$ cat src/rtl/mae_dot_acc.sv
// Streaming saturating dot-product accumulator behind the MAE multiplier.
// Sums LEN signed products (or fewer, ended by P_LAST) and hands each result out on a valid/ready port.
module mae_dot_acc #(
    parameter int P_WIDTH   = 40,
    parameter int ACC_WIDTH = 48,
    parameter int LEN       = 16,
    parameter bit SATURATE  = 1'b1
) (
    input  logic                 CLK,
    input  logic                 ARST_N,
    input  logic                 SRST_N,
    input  logic [P_WIDTH-1:0]   P,
    input  logic                 P_VALID,
    input  logic                 P_LAST,
    output logic                 P_READY,
    output logic [ACC_WIDTH-1:0] ACC,
    output logic                 ACC_OVF,
    output logic                 ACC_VALID,
    input  logic                 ACC_READY
);

    localparam logic [15:0] LAST_CNT = 16'(LEN - 1);

    logic [15:0]          cnt;
    logic [ACC_WIDTH-1:0] acc;
    logic                 ovf;

    logic                 accept;
    logic                 term_end;
    logic                 first_term;
    logic                 sum_ovf;
    logic                 next_ovf;
    logic [ACC_WIDTH:0]   p_ext;
    logic [ACC_WIDTH:0]   sum;
    logic [ACC_WIDTH-1:0] sat_val;
    logic [ACC_WIDTH-1:0] next_acc;

    // Ready depends only on the output handshake so the upstream path stays short.
    assign P_READY    = ~ACC_VALID | ACC_READY;
    assign accept     = P_VALID & P_READY;
    assign first_term = (cnt == '0);
    assign term_end   = (cnt == LAST_CNT) | P_LAST;

    assign p_ext   = {{(ACC_WIDTH - P_WIDTH + 1){P[P_WIDTH-1]}}, P};
    assign sum     = {acc[ACC_WIDTH-1], acc} + p_ext;
    assign sum_ovf = ~first_term & (sum[ACC_WIDTH] ^ sum[ACC_WIDTH-1]);
    assign sat_val = sum[ACC_WIDTH] ? {1'b1, {(ACC_WIDTH-1){1'b0}}}
                                    : {1'b0, {(ACC_WIDTH-1){1'b1}}};

    always_comb begin
        next_acc = sum[ACC_WIDTH-1:0];
        if (first_term) begin
            next_acc = p_ext[ACC_WIDTH-1:0];
        end else if (sum_ovf && SATURATE) begin
            next_acc = sat_val;
        end
        next_ovf = ~first_term & (ovf | sum_ovf);
    end

    always_ff @(posedge CLK or negedge ARST_N) begin
        if (!ARST_N) begin
            cnt       <= '0;
            acc       <= '0;
            ovf       <= 1'b0;
            ACC       <= '0;
            ACC_OVF   <= 1'b0;
            ACC_VALID <= 1'b0;
        end else if (!SRST_N) begin
            cnt       <= '0;
            acc       <= '0;
            ovf       <= 1'b0;
            ACC       <= '0;
            ACC_OVF   <= 1'b0;
            ACC_VALID <= 1'b0;
        end else begin
            if (accept) begin
                acc <= next_acc;
                ovf <= next_ovf;
                if (term_end) begin
                    cnt     <= '0;
                    ACC     <= next_acc;
                    ACC_OVF <= next_ovf;
                end else begin
                    cnt <= cnt + 16'd1;
                end
            end
            // A new result landing in the same cycle as a consume keeps valid high.
            if (accept && term_end) begin
                ACC_VALID <= 1'b1;
            end else if (ACC_READY) begin
                ACC_VALID <= 1'b0;
            end
        end
    end

endmodule

$ cat config.mk
export PLATFORM = sky130hd
export DESIGN_NAME = mae_dot_acc
export DESIGN_NICKNAME = d
export VERILOG_FILES = /design/src/rtl/mae_dot_acc.sv
export SDC_FILE = /design/constraint.sdc
export NUM_CORES = 1
export LEC_CHECK = 0
export CORE_ASPECT_RATIO = 0.6
export CORE_UTILIZATION = 45
export CTS_BUF_LIST = sky130_fd_sc_hd__clkbuf_8
export CTS_CLUSTER_DIAMETER = 80
export CTS_CLUSTER_SIZE = 24
export DETAILED_ROUTE_END_ITERATION = 16
export PLACE_DENSITY = 0.68
export SLEW_MARGIN = 0
export SYNTH_ARGS = -nofsm -noshare
export SYNTH_HDL_FRONTEND = slang
export SYNTH_SLANG_ARGS = --single-unit
$ cat constraint.sdc
create_clock -name CLK -period 3.7 [get_ports CLK]
set_input_delay 1.11 -clock CLK [delete_from_list [all_inputs] [get_ports CLK]]
set_output_delay 1.11 -clock CLK [all_outputs]
set_load 0.01 [all_outputs]
==> run_summary.xml, run 1 <==
<?xml version="1.0" encoding="UTF-8"?>
<metrics>
  <group name="timing">
    <metric name="report.final.setup_viol" unit="">0</metric>
    <metric name="finClkSkew" unit="ns">0.01396</metric>
    <metric name="min_period_over_period" unit="">0.9900</metric>
    <metric name="post-route-min-period" unit="ns">3.663</metric>
    <metric name="worst_pin_slew" unit="ns">0.8152</metric>
    <metric name="slew_headroom" unit="">0.4565</metric>
    <metric name="final-hold-violation-count" unit="">0</metric>
    <metric name="post-route-worst-setup-slack" unit="ns">0.03705</metric>
    <metric name="timing.final.max_slew_violations" unit="">0</metric>
    <metric name="fmax_achieved" unit="MHz">273.0</metric>
  </group>
  <group name="routing">
    <metric name="drt_drc_violations_left" unit="">0</metric>
    <metric name="totalWireLength" unit="microns">31800</metric>
    <metric name="route.detailed.wl_per_inst" unit="microns">20.50</metric>
    <metric name="route.antenna.remaining_nets" unit="">0</metric>
    <metric name="drt_first_iter_violations" unit="">1045</metric>
    <metric name="drtPass1Iterations" unit="">6</metric>
    <metric name="viasPerCell" unit="">6.096</metric>
    <metric name="detailroute.via_count" unit="">9455</metric>
  </group>
  <group name="logic_synthesis">
    <metric name="synth_cell_type_count" unit="">77</metric>
    <metric name="count_of_flip_flops_with_a_built_in_enable_after_synthesis" unit="">0</metric>
    <metric name="predominant_post_synthesis_flop_cell" unit="">sky130_fd_sc_hd__dfrtp_1</metric>
    <metric name="syn_inst" unit="">991</metric>
    <metric name="ys_ff_latch" unit="">115</metric>
    <metric name="synth_seq_area_share" unit="">0.3336</metric>
    <metric name="avgSynthCellArea" unit="sq um">8.704</metric>
    <metric name="netlist_area" unit="sq um">8626</metric>
    <metric name="ys_async_sr_fraction" unit="">1.000</metric>
    <metric name="synthesis.yosys.warnings" unit="">0</metric>
    <metric name="mappedNetlistNets" unit="">1088</metric>
  </group>
  <group name="job">
    <metric name="maxCapViolCount" unit="">0</metric>
  </group>
  <group name="cells_and_area">
    <metric name="antennaDiodeCount" unit="">0</metric>
    <metric name="area_growth_from_synthesis_to_final_layout" unit="%">52.44</metric>
    <metric name="most_common_library_cell_in_the_layout_ignoring_fill_and_taps" unit="">sky130_fd_sc_hd__buf_4</metric>
    <metric name="most-common-layout-cells" unit="">sky130_fd_sc_hd__buf_4 (240), sky130_fd_sc_hd__nand2_1 (164), sky130_fd_sc_hd__dfrtp_1 (115)</metric>
    <metric name="drive_above_1_share" unit="">0.3555</metric>
    <metric name="finish.net_count" unit="">1395</metric>
  </group>
  <group name="floorplan">
    <metric name="floorplan_die_height" unit="microns">109.2</metric>
    <metric name="die_width" unit="microns">180.7</metric>
    <metric name="fp-row-count" unit="">38</metric>
    <metric name="io_pins" unit="">97</metric>
    <metric name="die_area" unit="sq um">19740</metric>
    <metric name="coreArea" unit="sq um">18400</metric>
    <metric name="start_util" unit="">0.4688</metric>
  </group>
  <group name="clock_tree">
    <metric name="ctsHtreeMaxLevel" unit="">4</metric>
    <metric name="root_buffer" unit="">sky130_fd_sc_hd__clkbuf_8</metric>
    <metric name="cts_sinks" unit="">115</metric>
    <metric name="worst_setup_hold_path_clk_slew" unit="ns">0.08</metric>
    <metric name="cts_hold_buffers" unit="">0</metric>
    <metric name="tritoncts" unit="">built</metric>
    <metric name="num_cts_buffers" unit="">17</metric>
    <metric name="worstSkewPairLatency" unit="ns">0.47</metric>
    <metric name="cts-root-to-sink-buffers" unit="">2</metric>
  </group>
  <group name="placed_design">
    <metric name="finalWeightedCongestion" unit="">0.9300</metric>
    <metric name="dp_worst_setup_slack" unit="ns">-0.9448</metric>
    <metric name="post-dp-hpwl" unit="microns">20970</metric>
    <metric name="portBuffers" unit="">96</metric>
  </group>
  <group name="global_route">
    <metric name="grt_first_pass_wirelength" unit="microns">48480</metric>
    <metric name="grt_use_total" unit="">0.3167</metric>
    <metric name="grt_antenna_before_repair" unit="">0</metric>
    <metric name="overflow" unit="">0</metric>
    <metric name="number_of_global_route_vias_before_repair" unit="">8863</metric>
    <metric name="grt_start_max_net_pins" unit="">69</metric>
  </group>
  <group name="worst_setup_path">
    <metric name="critical_path.cell_chain" unit="">dlygate4sd2_1 &gt; ha_4 &gt; nand4_1 &gt; buf_4 &gt; buf_4 &gt; buf_4 &gt; buf_4 &gt; buf_4 &gt; buf_4 &gt; buf_4 &gt; buf_4 &gt; buf_4 &gt; a21oi_1 &gt; o21bai_1 &gt; and3_1 &gt; o22a_1 &gt; o221ai_1</metric>
    <metric name="critPathArrivalTime" unit="ns">4.05</metric>
    <metric name="setup.worst_path.start_class" unit="">primary input</metric>
    <metric name="worstSetupPathDepth" unit="">17</metric>
    <metric name="timing.critical_path.fanout_max" unit="">5</metric>
    <metric name="worstPathRequired" unit="ns">4.08</metric>
    <metric name="setup.worst_path.end_class" unit="">flop</metric>
    <metric name="critPathSlowestCell" unit="">sky130_fd_sc_hd__ha_4</metric>
    <metric name="worst_path_most_repeated_cell" unit="">sky130_fd_sc_hd__buf_4</metric>
    <metric name="r2r.worst_path.cells" unit="">14</metric>
    <metric name="classification_of_the_worst_setup_path" unit="">in2reg</metric>
    <metric name="worstPathBufferInverterCount" unit="">10</metric>
    <metric name="cpPeakStageDelay" unit="ns">0.31</metric>
    <metric name="critical_path.top_delay_family" unit="">buffers and inverters</metric>
  </group>
  <group name="power_and_ir_drop">
    <metric name="power-per-cell-area" unit="nW/um^2">488.3</metric>
    <metric name="vdd_ir_drop_max" unit="mV">0.2925</metric>
    <metric name="power_leakage" unit="uW">0.005800</metric>
    <metric name="p_total" unit="uW">6421</metric>
  </group>
  <group name="hold_path">
    <metric name="holdPathStages" unit="">2</metric>
    <metric name="min-delay-path-class" unit="">reg2reg</metric>
  </group>
  <group name="outcome">
    <metric name="status" unit="">complete, no violations</metric>
  </group>
</metrics>
-- worst reg2reg max path, delay by kind of cell, from the launching register on --
kind / cells / cell delay, ns
flops: 1 / 0.42
compound gates: 6 / 1.39
simple gates: 3 / 0.72
fa+ha+maj: 1 / 0.18
buf+inv: 4 / 0.53
-- worst paths after layout --
| path | start | to | slack [ns] |
|---|---|---|---|
| max | P[19] | ACC[27] | 0.04 |
| min | ACC[20] | ACC[20] | 0.49 |
| max reg2reg | acc[0] | acc[3] | 0.36 |
| min reg2reg | ACC[20] | ACC[20] | 0.49 |
| max in group asynchronous | ARST_N | acc[42] | 2.24 |
| min in group asynchronous | ARST_N | acc[14] | 0.67 |
-- state kept, by name (all words and copies together) (netlist names) --
signal and flops:
ovf 1, acc 48, cnt 16, ACC_VALID 1, ACC_OVF 1, ACC 48
-- timing repair --
item                                    CTS  global route
endpoints found under the setup margin   98            94
pin swaps                                38            39
setup buffers                            35             4
cloned                                    5             2
gates resized for setup                 124            76
-- routing by layer --
metal | global-route usage | share of wire
met4 | 0.08608 | 0.020
met1 | 0.4748 | 0.48
met3 | 0.07882 | 0.095
met5 | 0 | 0
met2 | 0.4440 | 0.41
-- stage by stage --
stage          hold slack, ns  utilization  TNS [ns]  std cells  cell area (sq um)
2_1_floorplan          0.4600            -    -8.712        991               8670
3_3_place_gp           0.4710       0.6140    -78.92       1475              11300
3_5_place_dp           0.4713       0.6140    -84.95       1475              11300
4_1_cts                0.4934       0.6923         0       1546              12740
5_1_grt                0.5133       0.7146   -0.7068       1551              13150
6_report               0.4911       0.7146         0       1551              13150
-- area by class of cell --
cell class,instances,area (sq um)
clock buffer,18,247.7
clock inverter,14,196.4
fill,1332,5251
inverter,23,86.33
multi-input combinational,784,6262
sequential,115,2878
tap,240,300.3
timing repair buffer,357,3178
-- power breakdown --
part           switching [uW]  internal, uW  leakage (uW)
logic                    1760          1670       0.00406
clock network             606           762      0.000229
registers                 171          1450       0.00152
-- logic make-up after synthesis --
group,count (synthesis),share of synthesized area
compound gates,355,0.3133
simple gates,332,0.1799
flops,115,0.3336
buf+inv,92,0.05106
fa+ha+maj,51,0.07485
xor+xnor,44,0.04468
mux,2,0.002611
-- synth_stat cells, drive strengths merged (9+ instances only) --
library cell	instances	area share
o21bai	14	0.013
nand2b	10	0.0073
a221o	16	0.019
nand3	25	0.015
xor2	14	0.014
o211ai	9	0.0090
nand4	21	0.017
a21oi	105	0.062
a31oi	11	0.0087
o22ai	9	0.0073
nor2	46	0.020
nand2	169	0.074
and3	15	0.011
clkbuf	37	0.016
nor3	14	0.0081
dfrtp	115	0.33
inv	23	0.010
a21o	17	0.015
buf	32	0.025
ha	50	0.073
xnor2	30	0.030
o221ai	66	0.090
o21ai	58	0.034
(Power assumes the default switching activity.)
==> run 2, diff against run 1 <==
- GPL_ROUTABILITY_DRIVEN: unset -> 0
==> run 2 against run 1 <==
Compared with the run above: register-to-register slack better by 0.04 ns; die area did not move; clock-buffer cell count is 1 higher; via count shrank 3.6%; global-route usage is 0.98 points lower; critical path depth down 5; total power shrank 4.7%; non-clock buffer count is 35 lower; sequential power about the same; largest power group unchanged.
==> run_summary.xml, run 2 (synthesis results as in run 1) <==
<?xml version="1.0" encoding="UTF-8"?>
<metrics>
  <group name="hold_path">
    <metric name="min-delay-path-class" unit="">reg2reg</metric>
    <metric name="holdPathStages" unit="">2</metric>
    <metric name="hold_path_end" unit="">ACC[20]</metric>
    <metric name="holdCritStartpoint" unit="">ACC[20]</metric>
  </group>
  <group name="routing">
    <metric name="totalWireLength" unit="microns">29690</metric>
    <metric name="drt_first_iter_violations" unit="">890</metric>
    <metric name="drtPass1Iterations" unit="">6</metric>
    <metric name="viasPerCell" unit="">6.013</metric>
    <metric name="met3_routed_length" unit="microns">2327</metric>
    <metric name="top_signal_layer_used" unit="">met4</metric>
    <metric name="wirelength_met1" unit="microns">14340</metric>
    <metric name="drt_drc_violations_left" unit="">0</metric>
    <metric name="route.antenna.remaining_nets" unit="">0</metric>
    <metric name="route.detailed.wl_per_inst" unit="microns">19.58</metric>
    <metric name="detailroute.via_count" unit="">9116</metric>
    <metric name="route.met2.wl" unit="microns">12580</metric>
  </group>
  <group name="global_route">
    <metric name="grt_use_total" unit="">0.3069</metric>
    <metric name="grt_antenna_before_repair" unit="">0</metric>
    <metric name="number_of_global_route_vias_before_repair" unit="">8718</metric>
    <metric name="grt_first_pass_wirelength" unit="microns">46850</metric>
    <metric name="grt_start_max_net_pins" unit="">69</metric>
    <metric name="overflow" unit="">0</metric>
  </group>
  <group name="timing">
    <metric name="final-hold-violation-count" unit="">0</metric>
    <metric name="post-route-min-period" unit="ns">3.670</metric>
    <metric name="timing.final.max_slew_violations" unit="">0</metric>
    <metric name="worst_pin_slew" unit="ns">0.7445</metric>
    <metric name="report.final.setup_viol" unit="">0</metric>
    <metric name="fmax_achieved" unit="MHz">272.5</metric>
    <metric name="setup_tns" unit="ns">0</metric>
    <metric name="slew_headroom" unit="">0.5037</metric>
    <metric name="finClkSkew" unit="ns">0.009324</metric>
    <metric name="min_period_over_period" unit="">0.9919</metric>
  </group>
  <group name="clock_tree">
    <metric name="worstSkewPairLatency" unit="ns">0.49</metric>
    <metric name="root_buffer" unit="">sky130_fd_sc_hd__clkbuf_8</metric>
    <metric name="cts-root-to-sink-buffers" unit="">2</metric>
    <metric name="cts_sinks" unit="">115</metric>
    <metric name="tritoncts" unit="">built</metric>
    <metric name="worst_setup_hold_path_clk_slew" unit="ns">0.08</metric>
    <metric name="num_cts_buffers" unit="">17</metric>
    <metric name="ctsHtreeMaxLevel" unit="">4</metric>
  </group>
  <group name="cells_and_area">
    <metric name="antennaDiodeCount" unit="">0</metric>
    <metric name="final_cell_count_without_fillers" unit="">1516</metric>
    <metric name="reg.largest.list" unit="">ACC x48, acc x48, cnt x16</metric>
    <metric name="finish.net_count" unit="">1360</metric>
    <metric name="most_common_library_cell_in_the_layout_ignoring_fill_and_taps" unit="">sky130_fd_sc_hd__buf_4</metric>
    <metric name="most-common-layout-cells" unit="">sky130_fd_sc_hd__buf_4 (211), sky130_fd_sc_hd__nand2_1 (164), sky130_fd_sc_hd__dfrtp_1 (115)</metric>
    <metric name="area_growth_from_synthesis_to_final_layout" unit="%">47.26</metric>
    <metric name="drive_above_1_share" unit="">0.3331</metric>
  </group>
  <group name="floorplan">
    <metric name="coreArea" unit="sq um">18400</metric>
    <metric name="fp-row-count" unit="">38</metric>
    <metric name="die_area" unit="sq um">19740</metric>
    <metric name="io_pins" unit="">97</metric>
    <metric name="die_width" unit="microns">180.7</metric>
    <metric name="floorplan_die_height" unit="microns">109.2</metric>
    <metric name="start_util" unit="">0.4688</metric>
  </group>
  <group name="power_and_ir_drop">
    <metric name="power-per-cell-area" unit="nW/um^2">481.6</metric>
    <metric name="vdd_ir_drop_max" unit="mV">0.2631</metric>
    <metric name="power_leakage" unit="uW">0.005544</metric>
  </group>
  <group name="outcome">
    <metric name="status" unit="">complete, no violations</metric>
  </group>
  <group name="worst_setup_path">
    <metric name="worstPathBufferInverterCount" unit="">3</metric>
    <metric name="timing.critical_path.fanout_max" unit="">8</metric>
    <metric name="cpPeakStageDelay" unit="ns">0.47</metric>
    <metric name="classification_of_the_worst_setup_path" unit="">in2reg</metric>
    <metric name="critical_path.top_delay_family" unit="">compound AO/OA/AOI/OAI gates</metric>
    <metric name="regToRegStartpoint" unit="">acc[0]</metric>
    <metric name="worstPathRequired" unit="ns">4.07</metric>
    <metric name="r2r.worst_path.cells" unit="">13</metric>
    <metric name="critical_path.cell_chain" unit="">clkdlybuf4s50_1 &gt; ha_1 &gt; a21oi_2 &gt; nand3_2 &gt; o211ai_4 &gt; o221a_4 &gt; and3_4 &gt; o22ai_4 &gt; buf_12 &gt; buf_16 &gt; a22o_1 &gt; a221o_1</metric>
    <metric name="setup.worst_path.end_class" unit="">flop</metric>
    <metric name="r2r_slack" unit="ns">0.40</metric>
    <metric name="critPathArrivalTime" unit="ns">4.04</metric>
    <metric name="endpoint_of_the_lowest_slack_register_to_register_path" unit="">acc[40]</metric>
    <metric name="setup.worst_path.start_class" unit="">primary input</metric>
    <metric name="critPathSlowestCell" unit="">sky130_fd_sc_hd__clkdlybuf4s50_1</metric>
  </group>
  <group name="job">
    <metric name="maxCapViolCount" unit="">0</metric>
  </group>
  <group name="placed_design">
    <metric name="dp.cells" unit="">1459</metric>
    <metric name="post-dp-hpwl" unit="microns">20750</metric>
    <metric name="portBuffers" unit="">96</metric>
  </group>
</metrics>
## run 2: final cells by class
type,count,area [sq um]
multi-input combinational,784,6231
timing repair buffer,322,2810
sequential,115,2878
tap,240,300.3
clock inverter,13,135.1
inverter,23,86.33
fill,1418,5698
clock buffer,19,261.5
## run 2: worst max-delay path by stage
stage | startpoint | end | slack (ns) | depth (start not counted)
global route | P[16] | acc[37] | -0.04 | 13
CTS | P[10] | ACC[41] | -0.002 | 12
detailed placement | P[1] | ACC[34] | -0.99 | 11
finish | P[8] | acc[45] | 0.03 | 12
global placement | P[0] | ACC[43] | -1.01 | 12
floorplan | P[0] | ACC[31] | -0.14 | 13
## run 2: metal layers
metal / global-route usage / vias to the layer above
met3: 0.06713 / 39
met2: 0.4462 / 387
met1: 0.4498 / 4416
met5: 0 / -
met4: 0.09524 / 0
li1: - / 4274
## run 2: where the power goes
part           internal (uW)  switching [uW]  total, uW
Sequential              1450             167       1620
Combinational           1590            1680       3280
Clock                    631             588       1220
## run 2: what timing repair did
item                                    in CTS  in global routing
endpoints found under the hold margin        0                  0
setup buffers                               11                 14
pin swaps                                   37                 38
gates resized for setup                    119                 65
hold buffers                                 0                  0
gates cloned                                 1                  0
endpoints found under the setup margin      98                 95
## run 2: tightest hold or removal path, stage by stage, from the launching register on
cell	delay, ns
sky130_fd_sc_hd__dfrtp_1	0.34
sky130_fd_sc_hd__nand2_1	0.05
sky130_fd_sc_hd__o221ai_1	0.06
## run 2: per-stage QoR
stage	instance area [sq um]	worst slack, ns	total power (uW)	hold slack [ns]	util
6_report	12700	0.03011	6117	0.4913	0.6903
5_1_grt	12700	-0.03895	6438	0.5101	0.6903
4_1_cts	12290	-0.002245	5877	0.4925	0.6677
3_5_place_dp	11180	-0.9941	4373	0.4706	0.6074
3_3_place_gp	11180	-1.014	4328	0.4711	0.6074
2_1_floorplan	8670	-0.1415	3126	0.4600	-
==> run 3, diff against run 2 <==
- ABC_CLOCK_PERIOD_IN_PS: unset -> 3700
==> results of run 3 <==
No change in the layout: final DEF, timing and power equal those of run 2.
